## src/rtl/wb_arb_pkg.sv

```systemverilog
// Shared encodings and default bus widths for the two-master Wishbone arbiter.
// The ABORT state only exists when WBARB_TIMEOUT_EN is defined.
package wb_arb_pkg;

  localparam int WB_AW_DEF = 16;
  localparam int WB_DW_DEF = 16;

  typedef enum logic [1:0] {
    IDLE  = 2'd0,
    GNT_A = 2'd1,
    GNT_B = 2'd2
`ifdef WBARB_TIMEOUT_EN
    , ABORT = 2'd3
`endif
  } arb_state_e;

  typedef enum logic {
    OWN_A = 1'b0,
    OWN_B = 1'b1
  } owner_e;

endpackage

```

## src/rtl/wb_arb_timeout.sv

```systemverilog
// Consecutive no-ack cycle counter for the arbiter; present only with WBARB_TIMEOUT_EN.
// o_expired fires combinationally on the TIMEOUT_CYCLES-th consecutive unacked cycle.
`ifdef WBARB_TIMEOUT_EN
module wb_arb_timeout #(
  parameter int TIMEOUT_CYCLES = 255
) (
  input  logic i_clk,
  input  logic i_reset,
  input  logic i_count_en,
  input  logic i_ack,
  output logic o_expired
);

  localparam int CW = $clog2(TIMEOUT_CYCLES + 1);
  localparam logic [CW-1:0] CNT_LAST = CW'(TIMEOUT_CYCLES - 1);

  logic [CW-1:0] cnt_q, cnt_d;

  always_comb begin
    o_expired = i_count_en && !i_ack && (cnt_q == CNT_LAST);
    cnt_d     = cnt_q + 1'b1;
    if (!i_count_en || i_ack || o_expired) begin
      cnt_d = '0;
    end
  end

  always_ff @(posedge i_clk) begin
    if (i_reset) begin
      cnt_q <= '0;
    end else begin
      cnt_q <= cnt_d;
    end
  end

endmodule
`endif

```

## src/rtl/wb_rr_arbiter.sv

```systemverilog
// Two-master round-robin Wishbone arbiter with one dead IDLE cycle per handoff.
// Defining WBARB_TIMEOUT_EN adds a no-ack timeout that errors the owner and parks in ABORT.
//
// state | meaning
// IDLE  | no owner; slave outputs 0, both masters stalled
// GNT_A | master A owns the slave until it drops i_a_cyc
// GNT_B | master B owns the slave until it drops i_b_cyc
// ABORT | timed-out owner held stalled until it drops its cyc
module wb_rr_arbiter
  import wb_arb_pkg::*;
#(
  parameter int AW             = WB_AW_DEF,
  parameter int DW             = WB_DW_DEF,
  parameter int TIMEOUT_CYCLES = 255
) (
  input  logic          i_clk,
  input  logic          i_reset,
  input  logic          i_a_cyc,
  input  logic          i_a_stb,
  input  logic          i_a_we,
  input  logic [AW-1:0] i_a_addr,
  input  logic [DW-1:0] i_a_data,
  output logic          o_a_stall,
  output logic          o_a_ack,
  output logic          o_a_err,
  output logic [DW-1:0] o_a_data,
  input  logic          i_b_cyc,
  input  logic          i_b_stb,
  input  logic          i_b_we,
  input  logic [AW-1:0] i_b_addr,
  input  logic [DW-1:0] i_b_data,
  output logic          o_b_stall,
  output logic          o_b_ack,
  output logic          o_b_err,
  output logic [DW-1:0] o_b_data,
  output logic          o_s_cyc,
  output logic          o_s_stb,
  output logic          o_s_we,
  output logic [AW-1:0] o_s_addr,
  output logic [DW-1:0] o_s_data,
  input  logic          i_s_stall,
  input  logic          i_s_ack,
  input  logic          i_s_err,
  input  logic [DW-1:0] i_s_data
);

  if (TIMEOUT_CYCLES < 1) begin : g_bad_timeout
    $error("TIMEOUT_CYCLES must be at least 1");
  end

  arb_state_e state_q, state_d;
  owner_e     last_owner_q, last_owner_d;
  logic       gnt_a, gnt_b;
  logic       own_cyc;
  logic       tmo_expired;

  assign gnt_a = (state_q == GNT_A);
  assign gnt_b = (state_q == GNT_B);

`ifdef WBARB_TIMEOUT_EN
  owner_e abort_own_q, abort_own_d;

  wb_arb_timeout #(
    .TIMEOUT_CYCLES(TIMEOUT_CYCLES)
  ) u_timeout (
    .i_clk     (i_clk),
    .i_reset   (i_reset),
    .i_count_en((gnt_a || gnt_b) && own_cyc),
    .i_ack     (i_s_ack),
    .o_expired (tmo_expired)
  );
`else
  assign tmo_expired = 1'b0;
`endif

  always_comb begin
    own_cyc = 1'b0;
    case (state_q)
      GNT_A:   own_cyc = i_a_cyc;
      GNT_B:   own_cyc = i_b_cyc;
`ifdef WBARB_TIMEOUT_EN
      ABORT:   own_cyc = (abort_own_q == OWN_A) ? i_a_cyc : i_b_cyc;
`endif
      default: own_cyc = 1'b0;
    endcase
  end

  // last_owner only moves on contention; an uncontested grant leaves it alone
  always_comb begin
    state_d      = state_q;
    last_owner_d = last_owner_q;
`ifdef WBARB_TIMEOUT_EN
    abort_own_d  = abort_own_q;
`endif
    case (state_q)
      IDLE: begin
        if (i_a_cyc && i_b_cyc) begin
          if (last_owner_q == OWN_A) begin
            state_d      = GNT_B;
            last_owner_d = OWN_B;
          end else begin
            state_d      = GNT_A;
            last_owner_d = OWN_A;
          end
        end else if (i_a_cyc) begin
          state_d = GNT_A;
        end else if (i_b_cyc) begin
          state_d = GNT_B;
        end
      end
      GNT_A, GNT_B: begin
        if (!own_cyc) begin
          state_d = IDLE;
        end
`ifdef WBARB_TIMEOUT_EN
        else if (tmo_expired) begin
          state_d     = ABORT;
          abort_own_d = gnt_a ? OWN_A : OWN_B;
        end
      end
      ABORT: begin
        if (!own_cyc) begin
          state_d = IDLE;
        end
`endif
      end
      default: state_d = IDLE;
    endcase
  end

  always_ff @(posedge i_clk) begin
    if (i_reset) begin
      state_q      <= IDLE;
      last_owner_q <= OWN_B;
`ifdef WBARB_TIMEOUT_EN
      abort_own_q  <= OWN_A;
`endif
    end else begin
      state_q      <= state_d;
      last_owner_q <= last_owner_d;
`ifdef WBARB_TIMEOUT_EN
      abort_own_q  <= abort_own_d;
`endif
    end
  end

  // Responses are gated by the owner's cyc so a late ack after cyc drops is dropped
  always_comb begin
    o_s_cyc  = 1'b0;
    o_s_stb  = 1'b0;
    o_s_we   = 1'b0;
    o_s_addr = '0;
    o_s_data = '0;
    if (gnt_a) begin
      o_s_cyc  = i_a_cyc;
      o_s_stb  = i_a_stb;
      o_s_we   = i_a_we;
      o_s_addr = i_a_addr;
      o_s_data = i_a_data;
    end else if (gnt_b) begin
      o_s_cyc  = i_b_cyc;
      o_s_stb  = i_b_stb;
      o_s_we   = i_b_we;
      o_s_addr = i_b_addr;
      o_s_data = i_b_data;
    end
    if (tmo_expired || i_reset) begin
      o_s_cyc = 1'b0;
      o_s_stb = 1'b0;
    end

    o_a_stall = gnt_a ? i_s_stall : 1'b1;
    o_a_ack   = gnt_a && i_a_cyc && i_s_ack && !i_reset;
    o_a_err   = gnt_a && i_a_cyc && (i_s_err || tmo_expired) && !i_reset;
    o_a_data  = gnt_a ? i_s_data : '0;

    o_b_stall = gnt_b ? i_s_stall : 1'b1;
    o_b_ack   = gnt_b && i_b_cyc && i_s_ack && !i_reset;
    o_b_err   = gnt_b && i_b_cyc && (i_s_err || tmo_expired) && !i_reset;
    o_b_data  = gnt_b ? i_s_data : '0;
  end

endmodule

```

## config.mk

```make
export PLATFORM = sky130hd
export DESIGN_NAME = wb_rr_arbiter
export DESIGN_NICKNAME = d
export VERILOG_FILES = /design/src/rtl/wb_arb_pkg.sv /design/src/rtl/wb_arb_timeout.sv /design/src/rtl/wb_rr_arbiter.sv
export SDC_FILE = /design/constraint.sdc
export NUM_CORES = 1
export LEC_CHECK = 0
export CORE_MARGIN = 3
export CORE_UTILIZATION = 21
export CTS_CLUSTER_SIZE = 12
export DETAILED_ROUTE_END_ITERATION = 8
export PLACE_DENSITY = 0.92
export SKIP_CTS_REPAIR_TIMING = 1
export SLEW_MARGIN = 30
export SYNTH_ARGS = -nofsm -noshare
export SYNTH_HDL_FRONTEND = slang
export SYNTH_SLANG_ARGS = --single-unit
```

## constraint.sdc

```tcl
create_clock -name i_clk -period 2.45 [get_ports i_clk]
set_clock_uncertainty 0.2 [all_clocks]
set_input_delay 0.735 -clock i_clk [delete_from_list [all_inputs] [get_ports i_clk]]
set_output_delay 0.735 -clock i_clk [all_outputs]
set_load 0.02 [all_outputs]
```

==> flow_summary.rst <==
.. list-table::
   :header-rows: 1

   * - Metric
     - Value
   * - Number of hold violations in the final report
     - 0
   * - Crit path max-delay cell type
     - sky130_fd_sc_hd__clkdlybuf4s50_1
   * - Worst Hold Path Cells
     - 2
   * - Slew HR
     - 0.811
   * - Total number of placement rows
     - 23
   * - Kind of start point of the critical path
     - input pin
   * - Slack of the critical path
     - -0.00415 ns
   * - TritonCTS clock tree
     - yes
   * - Number of synthesized flops with an enable pin
     - 0
   * - Power spent charging and discharging nets
     - 0.448 mW
   * - Number of iterations in the first detailed-routing pass
     - 6
   * - Clk sink count
     - 3
   * - Max_cap viols
     - 0
   * - Biggest cell delay along the critical path
     - 0.48 ns
   * - Post-Synthesis Mean Instance Area
     - 5.47 um2
   * - First-pass GRT wire length
     - 8420 um
   * - TritonCTS Buffers
     - 3
   * - Ordered list of cells on the worst path
     - clkdlybuf4s50_1, and2_1, buf_4
   * - Ys flop type
     - sky130_fd_sc_hd__dfxtp_1
   * - Synth-to-layout area growth
     - 202%
   * - Fraction of layout cells with a size suffix above 1
     - 0.328
   * - DRC marker count from the first detailed-route iteration
     - 80
   * - Unrepaired setup endpoints after global routing
     - yes
   * - Initial antenna violation count
     - 0
   * - Maximum number of pins on one net before global-route repair
     - 61
   * - Combinational share of power
     - 0.789
   * - Clock insertion delay at the later pin of the skew report
     - 0.22 ns
   * - Reported leakage power
     - 1.65 nW
   * - Initial Utilization
     - 0.227
   * - Register clock-pin slew on the reported worst setup and hold paths
     - 0.04 ns
   * - Maximum ir drop on the vdd rail
     - 0.302 mV
   * - Sum of overflow across all layers after global routing
     - 0
   * - Internal Pwr Total
     - 0.582 mW
   * - Violations in the final reports
     - setup timing
   * - Ratio of total power to cell area
     - 361 nW/um2
   * - Relative contribution of the clock network to total power
     - 0.150
   * - Worst setup slack after placement
     - -0.743 ns
   * - Total standard cell area after synthesis
     - 946 um2
   * - IO Pins
     - 164
   * - Timing-limited maximum frequency
     - 407 MHz
   * - Asr flop ratio synth
     - 0
   * - Vias post-DR
     - 1850
   * - Shortest period the worst path allows
     - 2.45 ns
   * - Crit path DAT
     - 1.52 ns
   * - Class of the most critical setup path
     - in2out
   * - Reg2reg path depth
     - 7
   * - Post-Syn Nets
     - 268
   * - Number of slew-limit violations in the final report
     - 0
   * - Critical Path End Type
     - output port
   * - Worst EP required
     - 1.51 ns
   * - Sequential share of power
     - 0.061
   * - Type of the tightest min-delay check
     - reg2reg
   * - Global-route usage over all layers
     - 0.197
   * - Synth unique cells
     - 22
   * - Number of nets in the finished design
     - 441
   * - Floorplan Core Area
     - 4170 um2
   * - Post-route clock period utilization
     - 1.00
   * - Drt wl/cell
     - 16.3 um
   * - H-tree levels
     - 1
   * - Height of the chip
     - 73.1 um
   * - Final ANT Viol Nets
     - 0
   * - Floorplan die area
     - 5350 um2
   * - Cell count after placement
     - 386
   * - Result of the run
     - finished with violations
   * - Placed inst area
     - 2720 um2
   * - Number of antenna cells inserted
     - 0
   * - Post-Syn Instances
     - 173
   * - Final number of setup-violating endpoints
     - 1
   * - Number of global-route vias before repair
     - 1761
   * - Via density per instance
     - 4.68
   * - Number of cells in the finished layout apart from fillers
     - 395
   * - CTS root buf
     - sky130_fd_sc_hd__clkbuf_8
   * - Total wirelength of the detailed-routed design
     - 6430 um
   * - Highest net fanout along the worst path
     - 2
   * - Top library cells by usage in the layout, fill and taps aside
     - 60 x sky130_fd_sc_hd__nand2_1, 52 x sky130_fd_sc_hd__buf_4, 45 x sky130_fd_sc_hd__clkdlybuf4s50_1, 45 x sky130_fd_sc_hd__dlymetal6s2s_1, 30 x sky130_fd_sc_hd__and2_1
   * - Die Span X
     - 73.1 um
   * - Clock Path Buffers
     - 2
   * - Filler cell count
     - 356
   * - Final design instance area without fill
     - 2860 um2
   * - Sequential area share after synthesis
     - 0.0635
   * - Final Hold Slack
     - 0.290 ns
   * - Yosys warnings
     - 0
   * - Slew of the pin with the lowest slew margin
     - 0.281 ns
   * - Hpwl dp
     - 4650 um
   * - Yosys reg bits
     - 3
   * - DRC violation count after routing
     - 0
   * - Port Buffers
     - 163
   * - Final RePlAce weighted congestion
     - 0.829
   * - Switching Fraction
     - 0.435
   * - Leading cell type in the layout, fill and taps excluded
     - sky130_fd_sc_hd__nand2_1
final cells by class:
type	count	area, um2	area share
repair buffers	181	1780	0.625
inverters	3	11.3	0.00394
clock buffers	4	45.0	0.0158
well taps	50	62.6	0.0219
multi-input cells	154	890	0.312
flip-flops and latches	3	62.6	0.0219
worst max-delay path: cells and delay by family:
family | cells | cell delay (ns)
and+or+nand+nor | 1 | 0.16
buffers and inverters | 2 | 0.63
stage by stage:
step	TNS [ns]	utilization	power (mW)
finish	-0.00415	0.684	1.03
global route	-0.176	0.684	1.09
CTS	-34.03	0.661	1.01
detailed placement	-33.42	0.651	0.845
global placement	-32.42	0.651	0.833
floorplan	0	-	0.401
state kept, by name (all words and copies together) (netlist names):
| register | cells |
|---|---|
| last_owner_q | 1 |
| state_q | 2 |
layer usage:
metal	part of all wire	track usage	wire length, um
met1	0.35	0.206	2220
met3	0.092	0.0413	594
met5	0	0	0
met2	0.55	0.396	3560
met4	0.0087	0.0389	56
synth_stat cells, types with 3 or more instances:
library cell,number,area share
sky130_fd_sc_hd__and2_1,32,0.21
sky130_fd_sc_hd__ha_1,4,0.053
sky130_fd_sc_hd__buf_1,5,0.020
sky130_fd_sc_hd__a22o_1,7,0.065
sky130_fd_sc_hd__o21ai_0,19,0.10
sky130_fd_sc_hd__inv_1,3,0.012
sky130_fd_sc_hd__clkbuf_1,7,0.028
sky130_fd_sc_hd__nor2_1,8,0.032
sky130_fd_sc_hd__nand2b_1,5,0.033
sky130_fd_sc_hd__nand2_1,60,0.24
sky130_fd_sc_hd__o21ai_1,10,0.053
sky130_fd_sc_hd__dfxtp_1,3,0.063
kinds of logic (layout without fill, tap and decap cells):
logic type / Yosys count / after routing / share of synthesized area
buffers and inverters: 16 / 188 / 0.0648
flip-flops: 3 / 3 / 0.0635
adder cells (fa/ha/maj): 4 / 4 / 0.0529
multiplexers: 2 / 2 / 0.0278
AO/OA/AOI/OAI: 38 / 38 / 0.242
XOR/XNOR: 1 / 1 / 0.00926
AND/OR/NAND/NOR: 109 / 109 / 0.540
path summary, 6_finish.rpt:
check | endpoint | from | slack, ns
setup reg to reg | state_q[0]$_SDFFE_PP0P_ | state_q[1]$_SDFFE_PP0P_ | 0.47
hold reg to reg | last_owner_q$_SDFFE_PP1P_ | last_owner_q$_SDFFE_PP1P_ | 0.29
hold / removal | last_owner_q$_SDFFE_PP1P_ | last_owner_q$_SDFFE_PP1P_ | 0.29
setup / recovery | o_a_data[15] | i_s_data[15] | -0.004
power groups by stage:
stage               clock (mW)  sequential, mW  combinational [mW]
CTS                      0.155          0.0594               0.791
global route             0.161          0.0639               0.863
detailed placement           0          0.0601               0.785
global placement             0          0.0597               0.773
floorplan                    0          0.0593               0.342
finish                   0.154          0.0629               0.813
No activity file was read; power rests on OpenSTA's default activity.
